===== config.mk =====
export PLATFORM = sky130hd
export DESIGN_NAME = spi_sync_rx
export DESIGN_NICKNAME = d
export VERILOG_FILES = /design/src/rtl/shapool_pkg.sv /design/src/rtl/sync_2ff.sv /design/src/rtl/spi_sync_rx.sv
export SDC_FILE = /design/constraint.sdc
export NUM_CORES = 1
export LEC_CHECK = 0
export ABC_AREA = 1
export BUFFER_PORTS_ARGS = -buffer_cell sky130_fd_sc_hd__buf_4
export CAP_MARGIN = 20
export CORE_MARGIN = 2
export CORE_UTILIZATION = 25
export CTS_CLUSTER_SIZE = 20
export DETAILED_ROUTE_END_ITERATION = 12
export HOLD_SLACK_MARGIN = 0.1
export SLEW_MARGIN = 20
export SYNTH_ARGS = -nofsm -noshare
export SYNTH_HDL_FRONTEND = slang
export SYNTH_HIERARCHICAL = 1
export SYNTH_SLANG_ARGS = --single-unit

===== constraint.sdc =====
create_clock -name clk_in -period 1.9 [get_ports clk_in]
set_input_delay 0.19 -clock clk_in [delete_from_list [all_inputs] [get_ports clk_in]]
set_output_delay 0.19 -clock clk_in [all_outputs]
set_load 0.1 [all_outputs]

===== src/rtl/shapool_pkg.sv =====
// Shared constants and types for the hashing pool front-end.
// The SPI receiver and its synchroniser take their defaults from here.
package shapool_pkg;

    localparam int unsigned JOB_WIDTH       = 352;
    localparam int unsigned JOB_COUNT_WIDTH = 9;
    localparam int unsigned SPI_SYNC_STAGES = 2;

    // Pin-level events for one clk_in cycle, already qualified by chip select where relevant.
    typedef struct packed {
        logic sck_rise;
        logic sck_fall;
        logic cs_start;
        logic cs_end;
    } spi_edges_t;

endpackage


===== src/rtl/sync_2ff.sv =====
// Single-bit flop-chain synchroniser for an asynchronous pin into the clk_in domain.
// Every stage resets to RESET_VALUE so an idle pin level is seen from the first cycle.
module sync_2ff
    import shapool_pkg::*;
#(
    parameter logic        RESET_VALUE = 1'b0,
    parameter int unsigned STAGES      = SPI_SYNC_STAGES
) (
    input  logic clk_in,
    input  logic reset_in,
    input  logic d_in,
    output logic q_out
);

    logic [STAGES-1:0] sync_q;
    logic [STAGES-1:0] sync_d;

    always_comb begin
        sync_d = {sync_q[STAGES-2:0], d_in};
    end

    always_ff @(posedge clk_in) begin
        if (reset_in) begin
            sync_q <= {STAGES{RESET_VALUE}};
        end else begin
            sync_q <= sync_d;
        end
    end

    assign q_out = sync_q[STAGES-1];

endmodule


===== src/rtl/spi_sync_rx.sv =====
// Oversampled SPI mode-0 slave receiver: synchronise pins, detect sck/cs edges,
// shift a job word MSB first, strobe it out at frame end and re-drive the MSB for daisy chains.
module spi_sync_rx
    import shapool_pkg::*;
#(
    parameter int unsigned DATA_WIDTH  = JOB_WIDTH,
    parameter int unsigned COUNT_WIDTH = JOB_COUNT_WIDTH
) (
    input  logic                  clk_in,
    input  logic                  reset_in,
    input  logic                  sck_in,
    input  logic                  sdi_in,
    input  logic                  cs_n_in,
    output logic                  sdo_out,
    output logic [DATA_WIDTH-1:0] data_out,
    output logic                  data_valid_out,
    output logic                  short_frame_out,
    output logic                  busy_out
);

    localparam logic [COUNT_WIDTH-1:0] CNT_FULL = COUNT_WIDTH'(DATA_WIDTH);

    logic s_sck;
    logic s_sdi;
    logic s_cs_n;

    sync_2ff #(
        .RESET_VALUE (1'b0)
    ) u_sync_sck (
        .clk_in   (clk_in),
        .reset_in (reset_in),
        .d_in     (sck_in),
        .q_out    (s_sck)
    );

    sync_2ff #(
        .RESET_VALUE (1'b0)
    ) u_sync_sdi (
        .clk_in   (clk_in),
        .reset_in (reset_in),
        .d_in     (sdi_in),
        .q_out    (s_sdi)
    );

    sync_2ff #(
        .RESET_VALUE (1'b1)
    ) u_sync_cs_n (
        .clk_in   (clk_in),
        .reset_in (reset_in),
        .d_in     (cs_n_in),
        .q_out    (s_cs_n)
    );

    logic                   d_sck_q;
    logic                   d_sdi_q;
    logic                   d_cs_n_q;
    spi_edges_t             edges_d;
    spi_edges_t             edges_q;
    logic [DATA_WIDTH-1:0]  shift_d;
    logic [DATA_WIDTH-1:0]  shift_q;
    logic [COUNT_WIDTH-1:0] cnt_d;
    logic [COUNT_WIDTH-1:0] cnt_q;
    logic                   sdo_d;
    logic                   sdo_q;
    logic [DATA_WIDTH-1:0]  data_d;
    logic [DATA_WIDTH-1:0]  data_q;
    logic                   valid_d;
    logic                   valid_q;
    logic                   short_d;
    logic                   short_q;
    logic                   busy_d;
    logic                   busy_q;

    // sck edges only count while cs is active; this also drops a rise landing in the cs_end cycle.
    always_comb begin
        edges_d.sck_rise = s_sck & ~d_sck_q & ~s_cs_n;
        edges_d.sck_fall = ~s_sck & d_sck_q & ~s_cs_n;
        edges_d.cs_start = ~s_cs_n & d_cs_n_q;
        edges_d.cs_end   = s_cs_n & ~d_cs_n_q;
    end

    always_comb begin
        shift_d = shift_q;
        cnt_d   = cnt_q;
        sdo_d   = sdo_q;
        data_d  = data_q;
        valid_d = 1'b0;
        short_d = 1'b0;
        busy_d  = ~d_cs_n_q;

        // Old contents are kept on cs_start so they stream out behind the new frame.
        if (edges_q.cs_start) begin
            cnt_d = '0;
            sdo_d = shift_q[DATA_WIDTH-1];
        end

        if (edges_q.sck_rise) begin
            shift_d = {shift_q[DATA_WIDTH-2:0], d_sdi_q};
            if (cnt_d != CNT_FULL) begin
                cnt_d = cnt_d + COUNT_WIDTH'(1);
            end
        end

        if (edges_q.sck_fall) begin
            sdo_d = shift_q[DATA_WIDTH-1];
        end

        if (edges_q.cs_end) begin
            if (cnt_q == CNT_FULL) begin
                data_d  = shift_q;
                valid_d = 1'b1;
            end else if (cnt_q != '0) begin
                short_d = 1'b1;
            end
        end
    end

    // The edge terms are registered together with sdi so shift data stays aligned to its rise.
    always_ff @(posedge clk_in) begin
        if (reset_in) begin
            d_sck_q  <= 1'b0;
            d_sdi_q  <= 1'b0;
            d_cs_n_q <= 1'b1;
            edges_q  <= '0;
        end else begin
            d_sck_q  <= s_sck;
            d_sdi_q  <= s_sdi;
            d_cs_n_q <= s_cs_n;
            edges_q  <= edges_d;
        end
    end

    always_ff @(posedge clk_in) begin
        if (reset_in) begin
            shift_q <= '0;
            cnt_q   <= '0;
            sdo_q   <= 1'b0;
            data_q  <= '0;
            valid_q <= 1'b0;
            short_q <= 1'b0;
            busy_q  <= 1'b0;
        end else begin
            shift_q <= shift_d;
            cnt_q   <= cnt_d;
            sdo_q   <= sdo_d;
            data_q  <= data_d;
            valid_q <= valid_d;
            short_q <= short_d;
            busy_q  <= busy_d;
        end
    end

    assign sdo_out         = sdo_q;
    assign data_out        = data_q;
    assign data_valid_out  = valid_q;
    assign short_frame_out = short_q;
    assign busy_out        = busy_q;

endmodule


==> summary.txt, run 1 <==
period utilization: 0.920
CTS Sinks: 730
Placer Congestion: 0.742
synthesized netlist cell count: 3906
Site Rows: 121
Post-Syn Area: 27200 µm²
CTS tree: yes
routed wl met2: 29.6 mm
MaxCap Viol Count: 0
Post-Route M1 WL: 32.7 mm
Cell Count, Final, Fillers Out: 5676
first-pass GRT wire length: 109 mm
Antenna Nets Post-Route: 0
most common cell after layout, fill and taps aside: nor2_1
max-slew violation count: 0
asr flop ratio synth: 0
Die Ht: 334 µm
Seq/Total Area, Yosys: 0.537
synth warn: 6
routed wl met3: 4.50 mm
Slew HR: 0.706
Max rail drop VDD: 0.493 mV
via/cell ratio: 4.04
syn nets: 3912
Buf/Inv on CP: 1
slowest library cell on the worst path: dfxtp_1
Tot GR Track Use: 0.118
drt pass-1 iters: 5
share of layout cells above drive strength 1: 0.135
total wire length: 68.2 mm
area delta synth->final: 27.2%
Starting Density: 0.251
root buf cell: clkbuf_16
Pwr Density: 930 nW/µm²
status: completed
largest net degree at the start of global routing: 96
Top-Level Pins: 361
H-tree levels: 3
leakage: 0.0191 µW
uppermost layer routed: met4
CP peak stage delay: 560 ps
core area: 108000 µm²
PortBufs: 360
Vias: 22900
mean routed wirelength per cell: 12.0 µm
Die ar.: 111000 µm²
R2R Setup Slk: 170 ps
HPWL Detailed: 42.7 mm
Min-Delay Path Class: reg2reg
vias in the first global route: 20900
fin nets: 4205
Final Cell Area: 34600 µm²
drt drc: 0
#FFs+latches synth: 730
gr ovfl total: 0
Crit path max-delay family: flip-flops
setup total negative slack: 0 ps
CP arrival: 1560 ps
CP endpoint kind: primary output
Core Util, Final: 0.319
Placed Cells: 5521
ys flop type: dfxtp_1
initial antenna violation count: 1
Hold Vio Cnt, Final: 0
crit-path max FO: 2
die width: 334 µm
EDFF count, synth: 0
Slew @ Worst Pin: 442 ps
placed inst area: 31700 µm²
Critical Path Source Type: flop
CTS clk-pin slew, worst paths: 60 ps
WS Path Type: reg2out
FMAX: 572 MHz
Worst Skew: 31.9 ps
maximum clock insertion buffer count: 3
1st-iter DRT viols: 1272
Cell variety after synth: 16
Hold WS: 401 ps
Period minus WS final: 1750 ps
final setup vio count: 0
CP cell instances: buf_4
syn avg cell area: 6.97 µm²
cts bufs inserted: 81
most frequent cells in the layout: 1441 x nor2_1, 734 x nand2_1, 729 x dfxtp_1
worst path required time: 1710 ps
worst skew pair latency: 650 ps
## path summary, 6_finish.rpt
kind                                            from                   end  cells past startpoint
worst max-delay path                         sdo_out               sdo_out                      1
worst min-delay path            u_sync_sck/sync_q[0]  u_sync_sck/sync_q[1]                      2
worst max register to register              cnt_q[7]         data_out[175]                      9
worst min register to register  u_sync_sck/sync_q[0]  u_sync_sck/sync_q[1]                      2
## repair_timing
action | CTS | global route
gates cloned | 0 | 2
gates resized for setup | 0 | 2
buffers inserted | 0 | 1
endpoints found under the setup margin | 1 | 103
pin swaps | 0 | 0
endpoints found under the hold margin | 14 | 0
hold buffers | 7 | 0
## flip-flops by register name (all words and copies together) (netlist names)
name,cells
d_sck_q,1
busy_out,1
d_cs_n_q,1
sdo_out,1
edges_q,4
data_out,352
u_sync_sck/sync_q,2
short_frame_out,1
cnt_q,9
d_sdi_q,1
shift_q,352
u_sync_cs_n/sync_q,2
data_valid_out,1
u_sync_sdi/sync_q,2
## metrics by stage
step           power, µW  worst slack, ps
2_1_floorplan      16000              445
3_5_place_dp       16200             21.2
6_report           32200              151
3_3_place_gp       16200             87.4
5_1_grt            33400            -4.53
4_1_cts            32800             45.4
## synthesized netlist by cell type (all sizes together), types with 6 or more instances
master,n,area (µm²)
a21oi,6,30.0
nor2,1441,5410
inv,378,1420
nand3,11,55.1
dfxtp,730,14600
buf,102,559
nand2,734,2760
o21ai,357,1790
nor3,8,40.0
clkbuf,135,507
## power by group
| part | switching [µW] | total (µW) | internal (µW) |
|---|---|---|---|
| Sequential | 45.2 | 15400 | 15400 |
| Combinational | 324 | 474 | 150 |
| Clock | 6570 | 16300 | 9720 |
## logic make-up (layout without fill, tap and decap cells)
group,count (synthesis),after routing,share of synthesized area
other,0,1,0
AND/OR/NAND/NOR,2196,2196,0.304
AO/OA/AOI/OAI,363,363,0.0668
adder cells (fa/ha/maj),1,1,0.000460
buffers and inverters,616,971,0.0915
flip-flops,730,730,0.537
## layout make-up
| type | instances | area, µm² |
|---|---|---|
| fillers | 11500 | 73800 |
| flip-flops and latches | 730 | 14600 |
| multi-input cells | 2560 | 10100 |
| repair buffers | 447 | 3900 |
| clock buffers | 114 | 2340 |
| well taps | 1414 | 1770 |
| inverters | 379 | 1440 |
| clock inverters | 31 | 407 |
| diodes | 1 | 2.50 |
## routing by layer
| metal | up-vias | GRT usage |
|---|---|---|
| met4 | 0 | 0.0362 |
| li1 | 12200 | - |
| met5 | - | 0 |
| met3 | 94 | 0.0348 |
| met1 | 10200 | 0.159 |
| met2 | 400 | 0.183 |
No activity file was read; power rests on OpenSTA's default activity.
==> inputs of run 2 (changes only) <==
--- a/config.mk
+++ b/config.mk
@@ -8,11 +8,14 @@
 export ABC_AREA = 1
 export BUFFER_PORTS_ARGS = -buffer_cell sky130_fd_sc_hd__buf_4
 export CAP_MARGIN = 20
+export CELL_PAD_IN_SITES_DETAIL_PLACEMENT = 0
+export CELL_PAD_IN_SITES_GLOBAL_PLACEMENT = 1
 export CORE_MARGIN = 2
 export CORE_UTILIZATION = 25
 export CTS_CLUSTER_SIZE = 20
 export DETAILED_ROUTE_END_ITERATION = 12
 export HOLD_SLACK_MARGIN = 0.1
+export PLACE_DENSITY_LB_ADDON = 0.1
 export SLEW_MARGIN = 20
 export SYNTH_ARGS = -nofsm -noshare
 export SYNTH_HDL_FRONTEND = slang
==> run 2 against run 1 <==
Critical path type is now reg2reg. Clock skew down 15 ps. First-iteration DRC count is 13% lower. Clock power grew 8%. Global-route usage rose by 1.9 points. Count of clock-buffer cells in the layout increased by 19. Worst setup slack gained 82 ps. Register-to-register slack gained 60 ps. Die area is the same. Largest power group unchanged.
==> summary.txt, run 2 (synthesis results as in run 1) <==
Top-Level Pins: 361 (unchanged)
Final Cell Area: 34700 µm² (+0.15%)
HPWL Detailed: 47.8 mm (+12%)
fin nets: 4196 (-0.21%)
PortBufs: 360 (unchanged)
CTS Sinks: 730 (unchanged)
largest net degree at the start of global routing: 99 (+3.1%)
Vias: 22700 (-0.96%)
Buf/Inv on CP: 2 (+1)
share of layout cells above drive strength 1: 0.133 (-0.00152)
critical path's most frequent cell: nand2_1
most common cell after layout, fill and taps aside: nor2_1
Worst Skew: 16.5 ps (-15.4 ps)
Min-Delay Path Class: reg2reg
FMAX: 600 MHz (+4.9%)
worst skew pair latency: 650 ps (about the same)
setup total negative slack: 0 ps (unchanged)
maximum clock insertion buffer count: 3 (unchanged)
area delta synth->final: 27.4%
CTS clk-pin slew, worst paths: 60 ps (about the same)
CP endpoint kind: flop
placed inst area: 31500 µm² (-0.60%)
die width: 334 µm (unchanged)
drt drc: 0 (unchanged)
via/cell ratio: 4.00 (-0.87%)
total wire length: 77.2 mm (+13%)
CTS tree: yes
first-pass GRT wire length: 124 mm (+14%)
Antenna Nets Post-Route: 0 (unchanged)
Hold Vio Cnt, Final: 0 (unchanged)
Critical Path Source Type: flop
Site Rows: 121 (unchanged)
total power: 33500 µW (+4.0%)
CP cell instances: clkinv_1, nand2_1, inv_1, ha_1, nand2_1, nor2_1, nand3_1, nand2_1, nand2_1, nor2_1, nor2_1
CP peak stage delay: 310 ps (-250 ps)
RSZ-0062 raised after global routing: no
period utilization: 0.877 (-0.0431)
core area: 108000 µm² (unchanged)
status: completed
drt pass-1 iters: 4 (-1)
WS Path Type: reg2reg
most frequent cells in the layout: 1441 x nor2_1, 734 x nand2_1, 729 x dfxtp_1
ant diodes: 0 (-1)
Die ar.: 111000 µm² (unchanged)
Period minus WS final: 1670 ps (-81.9 ps)
leakage: 0.0191 µW (about the same)
H-tree levels: 3 (unchanged)
slowest library cell on the worst path: dfxtp_1
cts bufs inserted: 91 (+12%)
gr ovfl total: 0 (unchanged)
crit-path max FO: 5 (+3)
Max rail drop VDD: 0.496 mV (+0.61%)
1st-iter DRT viols: 1107 (-13%)
Placer Congestion: 0.701 (-5.5%)
Slew HR: 0.676 (-0.0295)
Tot GR Track Use: 0.137 (+0.0185)
Crit path max-delay family: simple AND/OR/NAND/NOR gates
mean routed wirelength per cell: 13.6 µm (+13%)
Slew @ Worst Pin: 486 ps (+44.2 ps)
Pwr Density: 966 nW/µm² (+3.9%)
Starting Density: 0.251 (unchanged)
Cell Count, Final, Fillers Out: 5671 (-0.088%)
Die Ht: 334 µm (unchanged)
root buf cell: clkbuf_16
CP arrival: 2210 ps (+650 ps)
initial antenna violation count: 1 (unchanged)
final setup vio count: 0 (unchanged)
vias in the first global route: 22000 (+5.3%)
worst path required time: 2440 ps (+730 ps)
MaxCap Viol Count: 0 (unchanged)
Placed Cells: 5504 (-0.31%)
max-slew violation count: 0 (unchanged)
[run 2: changes by cell type in the layout (fill, tap and decap cells not counted)]
cell,delta
buf_12,-4
buf_16,-1
buf_4,-13
bufinv_16,-2
clkbuf_1,+3
clkbuf_16,+11
clkbuf_8,+4
clkinv_2,+3
clkinv_4,-1
clkinv_8,+1
clkinvlp_4,+1
diode_2,-1
inv_6,-6
[run 2: through the flow]
step | setup slack, ps | util | hold slack [ps]
after detailed placement | 129 | 0.291 | 367
after CTS | 121 | 0.320 | 367
after floorplan | 445 | - | 261
after global placement | 158 | 0.291 | 365
final | 233 | 0.320 | 398
after global routing | 46.9 | 0.320 | 417
[run 2: cell type report]
class | instances | area, µm²
inverters | 379 | 1440
flip-flops and latches | 730 | 14600
clock buffers | 133 | 2710
well taps | 1414 | 1770
clock inverters | 27 | 324
fillers | 11800 | 73700
repair buffers | 428 | 3670
multi-input cells | 2560 | 10100
[run 2: report_power, final]
part	total (µW)	leakage (µW)	internal [µW]	switching (µW)
logic	464	0.0117	126	338
clock network	17600	0.00150	10700	6930
registers	15400	0.00588	15400	45.7
total	33500	0.0191	26200	7320
[run 2: worst register-to-register path: stages (launching register included)]
cell and delay, ps:
dfxtp_1 310, clkinv_1 90, nand2_1 70, inv_1 110, ha_1 200, nand2_1 60, nor2_1 300, nand3_1 140
nand2_1 80, nand2_1 60, nor2_1 80, nor2_1 40
[run 2: path summary, 6_finish.rpt]
path / from / endpoint / slack, ps / cells after the start
setup reg to reg: edges_q[1] / cnt_q[8] / 230 / 11
setup / recovery: edges_q[1] / cnt_q[8] / 230 / 11
hold / removal: u_sync_sdi/sync_q[0] / u_sync_sdi/sync_q[1] / 400 / 2
hold reg to reg: u_sync_sdi/sync_q[0] / u_sync_sdi/sync_q[1] / 400 / 2
[run 2: layer usage]
layer  track usage  wire length, µm  vias up
met5             0                7        -
met4        0.0394             1400        2
met3        0.0300             3620       92
met2         0.218            34900      331
met1         0.185            37400    10000
li1              -                -    12200
[run 2: what timing repair did]
item	CTS	global route
hold endpoints to repair	13	0
resized for setup	0	2
hold buffers	7	0
setup buffers	0	0
setup endpoints to repair	0	24
==> inputs of run 3 (changes only) <==
--- a/config.mk
+++ b/config.mk
@@ -6,14 +6,13 @@
 export NUM_CORES = 1
 export LEC_CHECK = 0
 export ABC_AREA = 1
-export BUFFER_PORTS_ARGS = -buffer_cell sky130_fd_sc_hd__buf_4
 export CAP_MARGIN = 20
 export CELL_PAD_IN_SITES_DETAIL_PLACEMENT = 0
 export CELL_PAD_IN_SITES_GLOBAL_PLACEMENT = 1
-export CORE_MARGIN = 2
 export CORE_UTILIZATION = 25
 export CTS_CLUSTER_SIZE = 20
 export DETAILED_ROUTE_END_ITERATION = 12
+export DONT_BUFFER_PORTS = 1
 export HOLD_SLACK_MARGIN = 0.1
 export PLACE_DENSITY_LB_ADDON = 0.1
 export SLEW_MARGIN = 20
==> run 3 against run 2 <==
Die area down 1.2%. Count of clock-buffer cells in the layout up 6. Maximum frequency down 4.0%. Combinational power down 3%. Register-to-register slack worse by 70 ps. Critical endpoint is now data_out[171].
==> summary.txt, run 3 (synthesis results as in run 1) <==
status: completed
cts bufs inserted: 90 (-1.1%)
Antenna Nets Post-Route: 0 (unchanged)
Core Util, Final: 0.319 (-0.000920)
CTS clk-pin slew, worst paths: 60 ps (about the same)
CP cell instances: nor2_1, nor3b_2, nand3_4, buf_12, buf_12, nor2_1, nor2_1
worst skew pair latency: 650 ps (about the same)
Slew @ Worst Pin: 717 ps (+231 ps)
CP Capture Point: data_out[171]
placed inst area: 31400 µm² (-0.46%)
total wire length: 77.3 mm (+0.13%)
root buf cell: clkbuf_16
Critical Path Source Type: flop
area delta synth->final: 25.9%
fin nets: 4183 (-0.31%)
HPWL Detailed: 47.5 mm (-0.62%)
multi-input logic area: 10100 µm² (about the same)
crit-path max FO: 91 (+86)
core area: 108000 µm² (-0.83%)
Crit path max-delay family: simple AND/OR/NAND/NOR gates
Hold Vio Cnt, Final: 0 (unchanged)
via/cell ratio: 3.99 (-0.18%)
Tot GR Track Use: 0.139 (+0.00203)
Final Cell Area: 34300 µm² (-1.1%)
Vias: 22600 (-0.59%)
largest net degree at the start of global routing: 97 (-2.0%)
gr ovfl total: 0 (unchanged)
CP arrival: 2270 ps (+60 ps)
worst reg2reg path depth: 7 (-4)
die width: 332 µm (-0.60%)
most frequent cells in the layout: 1441 x nor2_1, 734 x nand2_1, 729 x dfxtp_1
Critical Path Source: cnt_q[3]
vias in the first global route: 21900 (-0.27%)
setup total negative slack: 0 ps (unchanged)
MaxCap Viol Count: 0 (unchanged)
most common cell after layout, fill and taps aside: nor2_1
Period minus WS final: 1740 ps (+69.9 ps)
first-pass GRT wire length: 125 mm (+0.59%)
leakage: 0.0189 µW (-0.96%)
maximum clock insertion buffer count: 3 (unchanged)
CTS Sinks: 730 (unchanged)
period utilization: 0.914 (+0.0368)
FF-to-FF End: data_out[171]
Starting Density: 0.253 (+0.00209)
mean routed wirelength per cell: 13.7 µm (+0.54%)
share of layout cells above drive strength 1: 0.130 (-0.00339)
worst r2r src: cnt_q[3]
Min-Delay Path Class: in2reg
Slew HR: 0.520 (-0.156)
R2R Setup Slk: 160 ps (-70 ps)
Site Rows: 120 (-0.83%)
CP endpoint kind: flop
max-slew violation count: 0 (unchanged)
RSZ-0062 raised after global routing: no
Die ar.: 110000 µm² (-1.2%)
1st-iter DRT viols: 1029 (-7.0%)
Worst path depth: 7 (-4)
Pwr Density: 946 nW/µm² (-2.1%)
register area: 14600 µm² (unchanged)
H-tree levels: 3 (unchanged)
Placer Congestion: 0.693 (-1.1%)
critical path's most frequent cell: nor2_1
Buf/Inv on CP: 2 (unchanged)
slowest library cell on the worst path: dfxtp_1
CP peak stage delay: 340 ps (+30 ps)
final setup vio count: 0 (unchanged)
Max rail drop VDD: 0.568 mV (+14%)
CTS tree: yes
Worst Skew: 23.8 ps (+7.29 ps)
drt drc: 0 (unchanged)
ant diodes: 0 (unchanged)
PortBufs: 0 (-100%)
initial antenna violation count: 2 (+1)
drt pass-1 iters: 6 (+2)
WS Path Type: reg2reg
Die Ht: 332 µm (-0.60%)
worst path required time: 2430 ps (about the same)
FMAX: 576 MHz (-4.0%)
fillers: 11900 (+0.84%)
Top-Level Pins: 361 (unchanged)
run 3: changes by cell type in the layout (fill, tap and decap cells not counted):
cell           previous run  this run
clkbuf_1                 18        25
buf_12                   35        30
bufinv_16                 6         1
buf_4                   385       381
clkbuf_16                94        90
clkbuf_8                 21        24
dlygate4sd3_1             7         4
clkinv_2                 15        16
clkinvlp_4                2         1
inv_16                    1         0
nor3b_2                   0         1
nor3b_4                   1         0
run 3: final cells by class:
type,instances,area share
Sequential cell,730,0.427
Multi-Input combinational cell,2560,0.295
Timing Repair Buffer,416,0.102
Clock buffer,139,0.0781
Tap cell,1403,0.0512
Inverter,379,0.0419
Clock inverter,21,0.00442
run 3: tightest hold or removal path, delay by kind of cell:
kind          cells  cell delay (ps)
buf+inv           2              620
simple gates      1               40
run 3: repair_timing:
item | CTS | global route
endpoints found under the hold margin | 527 | 0
setup buffers | 0 | 0
endpoints found under the setup margin | 0 | 5
hold buffers | 4 | 0
resized for setup | 0 | 1
run 3: stage by stage:
stage	setup WS [ps]	hold WS, ps	std cells	total power [µW]
4_1_cts	129	180	5648	33200
6_report	163	257	5648	32400
3_3_place_gp	194	265	5484	16200
5_1_grt	40.6	248	5648	33800
3_5_place_dp	149	265	5484	16200
2_1_floorplan	445	261	3906	16000
run 3: how the worst min path moves through the flow:
stage	slack, ps	to	cells past startpoint	startpoint
final	260	u_sync_cs_n/sync_q[0]	3	cs_n_in
after global routing	250	u_sync_cs_n/sync_q[0]	3	cs_n_in
after CTS	180	u_sync_cs_n/sync_q[0]	3	cs_n_in
after detailed placement	270	data_valid_out	1	reset_in
after global placement	260	data_valid_out	1	reset_in
after floorplan	260	u_sync_sck/sync_q[0]	1	reset_in
run 3: power breakdown:
group	switching, µW	internal [µW]	total [µW]	leakage, µW
combinational	332	118	450	0.0116
sequential	47.0	15400	15400	0.00588
clock	6770	9770	16500	0.00140
total	7150	25300	32400	0.0189
run 3: per-layer routing:
metal	global-route usage	up-vias	wire length, µm
li1	-	12200	-
met1	0.173	9972	35500
met2	0.224	295	34700
met3	0.0496	90	5770
met4	0.0398	4	1420
met5	0	-	23
